==> config.mk <==
export PLATFORM = sky130hd
export DESIGN_NAME = mx_block_serializer
export DESIGN_NICKNAME = d
export VERILOG_FILES = /design/src/rtl/mx_block_serializer.sv
export SDC_FILE = /design/constraint.sdc
export NUM_CORES = 1
export LEC_CHECK = 0
export BUFFER_PORTS_ARGS = -buffer_cell sky130_fd_sc_hd__buf_2
export CORE_UTILIZATION = 30
export CTS_CLUSTER_SIZE = 28
export DETAILED_ROUTE_END_ITERATION = 6
export MAX_ROUTING_LAYER = met4
export SLEW_MARGIN = 15
export SYNTH_ARGS = -nofsm -noshare
export SYNTH_HDL_FRONTEND = slang
export SYNTH_SLANG_ARGS = --single-unit
==> constraint.sdc <==
create_clock -name clk -period 3.6 [get_ports clk]
set_clock_uncertainty 0.05 [all_clocks]
set_input_delay 1.08 -clock clk [delete_from_list [all_inputs] [get_ports clk]]
set_output_delay 1.08 -clock clk [all_outputs]
set_load 0.01 [all_outputs]
==> src/rtl/mx_block_serializer.sv <==
// MX block serializer: takes one whole MX block (shared exponent plus
// BLOCK_SIZE sign/mantissa elements) per input handshake and emits one
// encoded byte per element, ctrl 2'b01 on element 0 and 2'b00 otherwise.
// An ACTIVE slot is being serialised while a one-deep PENDING slot lets
// the next block be staged, so the output runs at one byte per cycle
// across block boundaries.
module mx_block_serializer #(
   parameter int BLOCK_SIZE = 4,
   parameter int ELEM_WIDTH = 6
) (
   input  logic                             clk,
   input  logic                             rst,
   input  logic                             in_valid,
   output logic                             in_ready,
   input  logic [7:0]                       in_exp,
   input  logic [BLOCK_SIZE*ELEM_WIDTH-1:0] in_elems,
   output logic                             out_valid,
   input  logic                             out_ready,
   output logic [7:0]                       out_data,
   output logic [7:0]                       out_exp,
   output logic                             out_first,
   output logic                             out_last,
   output logic                             busy
);

   localparam int IDX_W = (BLOCK_SIZE > 1) ? $clog2(BLOCK_SIZE) : 1;
   localparam int DW    = BLOCK_SIZE * ELEM_WIDTH;
   localparam logic [IDX_W-1:0] LAST_IDX = IDX_W'(BLOCK_SIZE - 1);

   logic                  act_full;
   logic [7:0]            act_exp;
   logic [DW-1:0]         act_elems;
   logic [IDX_W-1:0]      idx;

   logic                  pend_full;
   logic [7:0]            pend_exp;
   logic [DW-1:0]         pend_elems;

   logic                  accept;
   logic                  xfer;
   logic                  blk_done;
   logic                  load_act;
   logic                  load_pend;
   logic [ELEM_WIDTH-1:0] cur_elem;

   // in_ready comes only from registered state so upstream sees no
   // combinational path from out_ready or in_valid.
   assign in_ready  = !pend_full;
   assign accept    = in_valid && in_ready;
   assign xfer      = act_full && out_ready;
   assign blk_done  = xfer && (idx == LAST_IDX);
   // An accept can only happen with PENDING empty, so a finishing block
   // always hands ACTIVE straight to the incoming one.
   assign load_act  = accept && (!act_full || blk_done);
   assign load_pend = accept && !load_act;

   // ACTIVE slot and element index; block completion takes priority.
   always_ff @(posedge clk or posedge rst) begin
      if (rst) begin
         act_full  <= 1'b0;
         act_exp   <= '0;
         act_elems <= '0;
         idx       <= '0;
      end else if (blk_done) begin
         idx <= '0;
         if (pend_full) begin
            act_exp   <= pend_exp;
            act_elems <= pend_elems;
         end else if (accept) begin
            act_exp   <= in_exp;
            act_elems <= in_elems;
         end else begin
            act_full <= 1'b0;
         end
      end else if (load_act) begin
         act_full  <= 1'b1;
         act_exp   <= in_exp;
         act_elems <= in_elems;
         idx       <= '0;
      end else if (xfer) begin
         idx <= idx + IDX_W'(1);
      end
   end

   // PENDING slot: filled when ACTIVE is busy, drained into ACTIVE on block done.
   always_ff @(posedge clk or posedge rst) begin
      if (rst) begin
         pend_full  <= 1'b0;
         pend_exp   <= '0;
         pend_elems <= '0;
      end else if (load_pend) begin
         pend_full  <= 1'b1;
         pend_exp   <= in_exp;
         pend_elems <= in_elems;
      end else if (blk_done && pend_full) begin
         pend_full <= 1'b0;
      end
   end

   // Select the element addressed by idx.
   always_comb begin
      cur_elem = '0;
      for (int i = 0; i < BLOCK_SIZE; i++) begin
         if (idx == IDX_W'(i)) cur_elem = act_elems[i*ELEM_WIDTH +: ELEM_WIDTH];
      end
   end

   // Output encoding; everything reads zero while nothing is being sent.
   always_comb begin
      out_valid = act_full;
      out_data  = '0;
      out_exp   = '0;
      out_first = 1'b0;
      out_last  = 1'b0;
      busy      = act_full || pend_full;
      if (act_full) begin
         out_data  = {(idx == '0) ? 2'b01 : 2'b00, cur_elem};
         out_exp   = act_exp;
         out_first = (idx == '0);
         out_last  = (idx == LAST_IDX);
      end
   end

endmodule

Word-level counts from Yosys, hierarchy flattened
Index checks and enable logic that the tools add are counted.
{"block": "totals", "register_bits": 68, "elab_cells": 57, "in_bits": 36}
{"block": "op_classes", "muxes": 26, "n_eq_ne": 6, "reduce_logical": 17, "n_addsub": 1}
{"operator": "$mux W24", "count": 4}
{"operator": "$mux W8", "count": 5}
{"operator": "$mux W6", "count": 4}
{"operator": "$mux W1", "count": 9}
{"operator": "$mux W7", "count": 1}
{"operator": "$logic_and A1 B1 Y1", "count": 6}
{"operator": "$mux W2", "count": 3}
{"operator": "$eq A2 B2 Y1 const B", "count": 2}
{"operator": "$ne A2 B2 Y1 const B", "count": 2}
{"operator": "$reduce_bool A2 Y1", "count": 2}
{"operator": "$logic_not A1 Y1", "count": 3}
{"operator": "$ne A3 B3 Y1 const B", "count": 1}
{"operator": "$reduce_and A3 Y1", "count": 1}
{"operator": "$reduce_bool A3 Y1", "count": 1}
{"operator": "$add A2 B1 Y2 const B", "count": 1}
{"operator": "$eq A2 B1 Y1 const B", "count": 1}
{"operator": "$logic_not A2 Y1", "count": 1}
{"operator": "$logic_or A1 B1 Y1", "count": 2}
{"operator": "$reduce_and A2 Y1", "count": 1}

Logic depth before layout (Yosys ltp)
Gate-level depths: netlist of the first run.
{"block": "depth", "word_depth": 7, "ltp_mapped": 6}

Worst setup path before layout of the first run
OpenSTA, ideal clock, no wires.
{"block": "synth_path", "kind": "reg-to-output", "start": "register idx[0]", "end": "output out_data[5]", "path_stages_with_launch": 7, "path_buffers": 1, "t_arrival_ns": 1.598, "setup_slack_ns": 0.872, "path_cell_list": "dfrtp_1 > inv_1 > ha_1 > clkbuf_1 > a21oi_1 > a221o_1 > a21boi_0"}
{"block": "synth_between", "elab_chain_cells": 6}
{"element": "from (decl)", "line_no": "33", "source": "logic [IDX_W-1:0] idx;"}
{"element": "from (signal assigned)", "line_no": "81", "source": "idx <= idx + IDX_W'(1);"}
{"element": "$logic_not A2 Y1", "line_no": "104", "source": "if (idx == IDX_W'(i)) cur_elem = act_elems[i*ELEM_WIDTH +: ELEM_WIDTH];"}
{"element": "$mux W6 (3 in series)", "line_no": "104"}
{"element": "$mux W6 (*)", "line_no": "104"}
{"element": "$mux W7 (*)", "line_no": "116", "source": "if (act_full) begin"}
{"element": "to (decl)", "line_no": "19", "source": "output logic [7:0] out_data,"}
Every way passes the cells marked *; elsewhere a longest branch is shown, timed or not.

Worst setup path after layout of the first run
{"block": "layout_path", "start": "register idx[0]", "end": "output out_data[2]"}
The elaborated chain is that of the path after synthesis.

==> flow_summary.json, run 1 <==
{
  "cts_resized": 0,
  "endpoint_kind": "output pin",
  "cts_buffer_depth": 2,
  "p_sw_uw": 1150,
  "tightest_slew_ps": 789,
  "htree_levels": 3,
  "switching_share_pct": 31.4,
  "finalCritPeriodShare_pct": 92.4,
  "synth-edff-count": 0,
  "r2r-start": "idx[0]",
  "synth_top_family_by_area": "multiplexers",
  "insertion_delay_ps": 340,
  "cts.sinks": 68,
  "grtUsageTotal_pct": 13.2,
  "p_seq_share_pct": 37.6,
  "die_h_um": 112,
  "grt_pass1_vias": 2277,
  "critical_path.max_stage_delay_ps": 440,
  "synth.area.mux_share_pct": 34.3,
  "yosys_warnings": 0,
  "syn-cell-area_um2": 3630,
  "min_from": "pend_exp[5]",
  "grt-ovfl-total": 0,
  "vdd.ir_drop.worst_mv": 0.344,
  "cts_tree": "yes",
  "p_per_area_nw_per_um2": 854,
  "cap_viol_max_count": 0,
  "synthXorXnorAreaFrac_pct": 0,
  "hold_buffers": 0,
  "start_util_pct": 31.2,
  "start_kind": "register",
  "setup_tns_ps": 0,
  "syn_nets": 299,
  "hold_violations": 0,
  "syn-mean-instance-area_um2": 14.0,
  "die_width_um": 112,
  "finalCriticalPeriod_ps": 3330,
  "synth.area.top_cells": "dfrtp_1, mux2_4, mux2_2",
  "required_ps": 2470,
  "postCtsSetupRepairBufs": 0,
  "cts_root_buffer": "clkbuf_16",
  "routabilityCongestion": 0.783,
  "antenna_found_initial": 1,
  "yosysTopAreaCell": "dfrtp_1",
  "drtIter0Drc": 113,
  "clk_pin_slew_ps": 60,
  "crit_arrival_ps": 2200,
  "synth-compound-area-share_pct": 5.07,
  "finish.utilization_pct": 37.0,
  "synthCells": 259,
  "grt_pass1_wl_um": 12200,
  "violations": "design-rule violations",
  "r2r_setup_slack_ps": 990,
  "cp_slowest_cell": "dfrtp_1",
  "path_class": "register to output pin",
  "grt_max_degree": 40,
  "maxSlewViolCount": 0,
  "nets": 350,
  "synth_ff_type": "dfrtp_1",
  "cts_buffers": 9,
  "comb_power_share_pct": 37.7,
  "drc": 8,
  "p_clk_share_pct": 24.7,
  "ys_types": 29,
  "port_buffers": 55,
  "setup-violations-final": 0,
  "hold_path.class": "register to register",
  "max_freq_mhz": 301,
  "first_pass_iters": 6,
  "holdPathEnd": "pend_exp[5]",
  "internal-power_uw": 2520,
  "die_area_um2": 12500,
  "core_um2": 11600,
  "dp_hpwl_um": 5060,
  "async_flop_share_pct": 100,
  "ys_ff_latch": 68,
  "rsz0062_at_grt": "no",
  "path_cells": "inv_1 > ha_1 > a21oi_1 > a221o_1 > a21boi_0 > buf_2",
  "r2r_end": "act_exp[7]",
  "synth_top_cell_area_share_pct": 46.9,
  "core.rowCount": 39,
  "vias": 2175,
  "p_leak_uw": 0.00204,
  "min_path_cells": 1,
  "layout-drive-gt1-share_pct": 52.4,
  "synthAdderAreaFrac_pct": 1.38,
  "crit_path_max_fanout": 12,
  "run_status": "finished with violations",
  "area_growth_syn_to_layout_pct": 18.4,
  "finalWirelength_um": 7260,
  "wire_per_inst_um": 15.8,
  "ant_nets": 0,
  "post_drt_via_cell_ratio": 4.74,
  "reg2regPathDepth": 5,
  "yosysSeqAreaShare_pct": 46.9,
  "io_pins": 57,
  "relSlewSlack_pct": 47.4,
  "synthSimpleGateAreaFrac_pct": 6.38,
  "fillers": 1125
}
==> power by group through the flow <==
stage	clock network (uW)	registers [uW]	logic [uW]
4_1_cts	937	1390	1400
3_5_place_dp	0	1400	1390
5_1_grt	972	1430	1500
6_report	908	1380	1390
3_3_place_gp	0	1380	1350
2_1_floorplan	0	1290	1140
==> metal layers <==
| metal | global-route usage (%) | wire [um] | share of wire, % | up-vias |
|---|---|---|---|---|
| li1 | - | - | - | 1010 |
| met1 | 16.9 | 3410 | 47 | 1088 |
| met2 | 18.8 | 3270 | 45 | 66 |
| met3 | 4.90 | 460 | 6.3 | 11 |
| met4 | 4.89 | 116 | 1.6 | 0 |
| met5 | - | 0 | 0 | - |
==> stage by stage <==
step | worst slack [ps] | cells | area [um^2] | hold slack [ps] | power [uW]
6_report | 272 | 459 | 4300 | 453 | 3670
5_1_grt | 161 | 459 | 4300 | 462 | 3910
4_1_cts | 277 | 458 | 4300 | 456 | 3720
3_5_place_dp | 635 | 442 | 3980 | 441 | 2790
3_3_place_gp | 697 | 442 | 3980 | 438 | 2720
2_1_floorplan | 758 | 259 | 3630 | 423 | 2430
==> critical path, delay by kind of cell, from the launching register on <==
family	cells	cell delay, ps
fa+ha+maj	1	400
flops	1	440
compound gates	3	720
buf+inv	2	320
==> cells in the final DEF (no fill, tap or decap), types with 2 or more instances in the layout <==
cell type / synthesis / routed
o21ai_0: 5 / 5
mux2i_1: 12 / 12
nand3b_1: 6 / 6
a21boi_0: 7 / 7
clkbuf_8: 0 / 2
clkbuf_16: 0 / 9
mux2_4: 48 / 48
clkinvlp_4: 0 / 4
buf_2: 1 / 55
mux2_2: 36 / 36
a21oi_1: 6 / 6
buf_12: 3 / 3
nand2_1: 11 / 11
ha_1: 4 / 4
inv_1: 10 / 9
dfrtp_1: 68 / 68
and2_1: 10 / 10
a221o_1: 6 / 6
==> layout make-up <==
class | instances | area [um^2] | share of cell area, %
Sequential cell | 68 | 1700 | 39.6
Multi-Input combinational cell | 162 | 1720 | 40.1
Clock buffer | 11 | 253 | 5.88
Antenna cell | 1 | 2.50 | 0.0582
Timing Repair Buffer | 59 | 343 | 7.98
Tap cell | 143 | 179 | 4.16
Clock inverter | 5 | 60.1 | 1.40
Inverter | 10 | 37.5 | 0.873
==> worst max-delay path by stage <==
stage | startpoint | end | slack, ps | cells after the start
floorplan | rst | act_elems[0] | 760 | 1
global placement | idx[0] | out_data[1] | 700 | 6
detailed placement | idx[0] | out_data[1] | 640 | 6
CTS | idx[0] | out_data[1] | 280 | 6
global route | idx[0] | out_data[3] | 160 | 6
finish | idx[0] | out_data[2] | 270 | 6
==> cell usage after synthesis, types with 3 or more instances <==
cell type,instances
a21boi_0,7
dfrtp_1,68
ha_1,4
nand3b_1,6
buf_4,6
mux2_4,48
a21oi_1,6
nand2_1,11
mux2i_1,12
a221o_1,6
buf_12,3
o21ai_0,5
and2_1,10
buf_6,4
clkbuf_1,5
inv_1,10
mux2_2,36
==> kinds of logic after synthesis <==
logic type	count (synthesis)
AND/OR/NAND/NOR	36
AO/OA/AOI/OAI	25
adder cells (fa/ha/maj)	4
flip-flops	68
other	1
multiplexers	96
buffers and inverters	29
==> state kept, by name (all words and copies together), names as in the netlist <==
signal	flops
act_elems	24
pend_elems	24
act_exp	8
pend_exp	8
idx	2
out_valid	1
pend_full	1
No activity file was read; power rests on OpenSTA's default activity.
==> run 2, diff against run 1 <==
--- a/config.mk
+++ b/config.mk
@@ -5,6 +5,7 @@
 export SDC_FILE = /design/constraint.sdc
 export NUM_CORES = 1
 export LEC_CHECK = 0
+export ABC_AREA = 1
 export BUFFER_PORTS_ARGS = -buffer_cell sky130_fd_sc_hd__buf_2
 export CORE_UTILIZATION = 30
 export CTS_CLUSTER_SIZE = 28
==> run 2 against run 1 <==
  * The run now ends clean
  * Clock-buffer cell count fell by 1
  * First-iteration DRC count rose to 3.1 times the previous value
  * Die area rose by 7.1%
  * Global-route usage rose by 3.7 points
  * Critical path depth rose by 1
  * Worst hold slack got worse by 23 ps
  * Largest cell class unchanged
==> flow_summary.json, run 2 <==
{
  "run_status": "complete, no violations",
  "io_pins": 57,
  "tightest_slew_ps": 831,
  "ys_types": 21,
  "cts_buffers": 9,
  "r2r_setup_slack_ps": 1430,
  "rsz0062_at_grt": "no",
  "cts_root_buffer": "clkbuf_16",
  "r2r-start": "pend_full",
  "wire_per_inst_um": 12.3,
  "path_class": "register to output pin",
  "holdPathEnd": "act_exp[2]",
  "routabilityCongestion": 0.825,
  "synth.most_common_cell": "nand2_1",
  "async_flop_share_pct": 100,
  "crit_path_max_fanout": 7,
  "reg_top3": "act_elems (24), pend_elems (24)",
  "core_um2": 12600,
  "final_common_cell": "nand2_1",
  "drtIter0Drc": 346,
  "syn-cell-area_um2": 3890,
  "die_h_um": 116,
  "syn-mean-instance-area_um2": 6.62,
  "p_clk_share_pct": 23.3,
  "cap_viol_max_count": 0,
  "setup_tns_ps": 0,
  "cts_resized": 0,
  "die_area_um2": 13400,
  "start_kind": "register",
  "min_from": "act_exp[2]",
  "cts_tree": "yes",
  "dp_hpwl_um": 6800,
  "syn_nets": 628,
  "port_buffers": 55,
  "min_path_cells": 2,
  "required_ps": 2470,
  "synthCells": 588,
  "max_freq_mhz": 355,
  "cts.sinks": 68,
  "endpoint_kind": "output pin",
  "setup-violations-final": 0,
  "comb_power_share_pct": 40.5,
  "ant_nets": 0,
  "finalCritPeriodShare_pct": 78.4,
  "start_util_pct": 30.8,
  "fillers": 1385,
  "yosys_warnings": 0,
  "grt_pass1_wl_um": 16600,
  "area_growth_syn_to_layout_pct": 17.6,
  "post_drt_via_cell_ratio": 4.36,
  "postCtsSetupRepairBufs": 0,
  "grtUsageTotal_pct": 16.8,
  "yosys-top-cells-count": "nand2_1, dfrtp_1, inv_1",
  "p_per_area_nw_per_um2": 834,
  "r2r_end": "act_elems[5]",
  "dpl_cell_area_um2": 4270,
  "yosysTopAreaCell": "dfrtp_1",
  "finalCriticalPeriod_ps": 2820,
  "synth_ff_type": "dfrtp_1",
  "layout-drive-gt1-share_pct": 13.8,
  "cts_buffer_depth": 2,
  "p_sw_uw": 1560,
  "grt-ovfl-total": 0,
  "grt_pass1_vias": 3299,
  "layout_common_cells": "nand2_1, dfrtp_1, inv_1",
  "antenna_found_initial": 0,
  "synth_top_cell_area_share_pct": 43.7,
  "reg2regPathDepth": 6,
  "hold_path.class": "register to register",
  "diodes": 0,
  "hold_buffers": 0,
  "maxSlewViolCount": 0,
  "fin_area_um2": 4570,
  "finalWirelength_um": 9940,
  "ys_ff_latch": 68,
  "internal-power_uw": 2260,
  "core.rowCount": 41,
  "synth-edff-count": 0,
  "htree_levels": 3,
  "p_seq_share_pct": 36.2,
  "clk_pin_slew_ps": 60,
  "die_width_um": 116,
  "relSlewSlack_pct": 44.4,
  "grt_max_degree": 38,
  "insertion_delay_ps": 330,
  "crit_arrival_ps": 1690,
  "switching_share_pct": 40.8,
  "synth.area.top_cells": "dfrtp_1, nand2_1, inv_1",
  "whs_ps": 429,
  "drc": 0,
  "p_leak_uw": 0.00271,
  "vias": 3522,
  "vdd.ir_drop.worst_mv": 0.276,
  "yosysSeqAreaShare_pct": 43.7,
  "hold_violations": 0,
  "nets": 671,
  "first_pass_iters": 4
}
-- run 2: power by group through the flow --
stage,sequential (uW),combinational (uW),clock (uW)
floorplan,1270,1220,0
global placement,1390,1540,0
detailed placement,1380,1550,0
CTS,1380,1560,911
global route,1420,1820,946
finish,1380,1550,888
-- run 2: cell type report --
class	instances	area [um^2]	area share [%]
Clock buffer	10	239	5.22
Clock inverter	6	63.8	1.39
Inverter	58	218	4.76
Multi-Input combinational cell	432	1780	39.0
Sequential cell	68	1700	37.2
Tap cell	172	215	4.70
Timing Repair Buffer	62	353	7.71
-- run 2: per-layer routing --
layer	vias to the layer above	GRT usage (%)	wire length, um	share of wire [%]
li1	1846	-	-	-
met1	1583	22.0	4850	49
met2	79	25.2	4470	45
met3	14	3.14	445	4.5
met4	0	7.86	178	1.8
met5	-	-	0	0
-- run 2: how the worst max path moves through the flow --
stage,startpoint,endpoint,slack [ps],cells past startpoint
after floorplan,rst,act_elems[0],760,1
after global routing,idx[1],out_data[4],600,7
after global placement,out_ready,act_elems[5],1100,6
final,idx[1],out_data[3],780,7
after detailed placement,out_ready,act_elems[5],1110,6
after CTS,idx[0],out_data[2],770,7
-- run 2: cells by family (layout without fill, tap and decap cells) --
kind of cell | Yosys count | count (layout) | share of synthesized area [%]
AO/OA/AOI/OAI | 51 | 51 | 6.85
adder cells (fa/ha/maj) | 4 | 4 | 1.29
buffers and inverters | 88 | 136 | 10.4
flip-flops | 68 | 68 | 43.7
other | 1 | 1 | 0.0964
AND/OR/NAND/NOR | 376 | 376 | 37.6
-- run 2: per-stage QoR --
stage               utilization (%)  power (uW)  setup WS [ps]  cells
global placement               33.8        2930           1100    792
detailed placement             33.8        2940           1110    792
finish                         36.2        3820            779    808
floorplan                         -        2490            758    588
global route                   36.2        4190            599    808
CTS                            36.2        3850            772    808
-- run 2: worst max-delay path: stages, from the launching register on --
cell,delay [ps]
dfrtp_1,410
inv_1,90
ha_1,260
inv_1,140
nand2_1,90
nand3_1,60
a21oi_1,160
buf_2,150
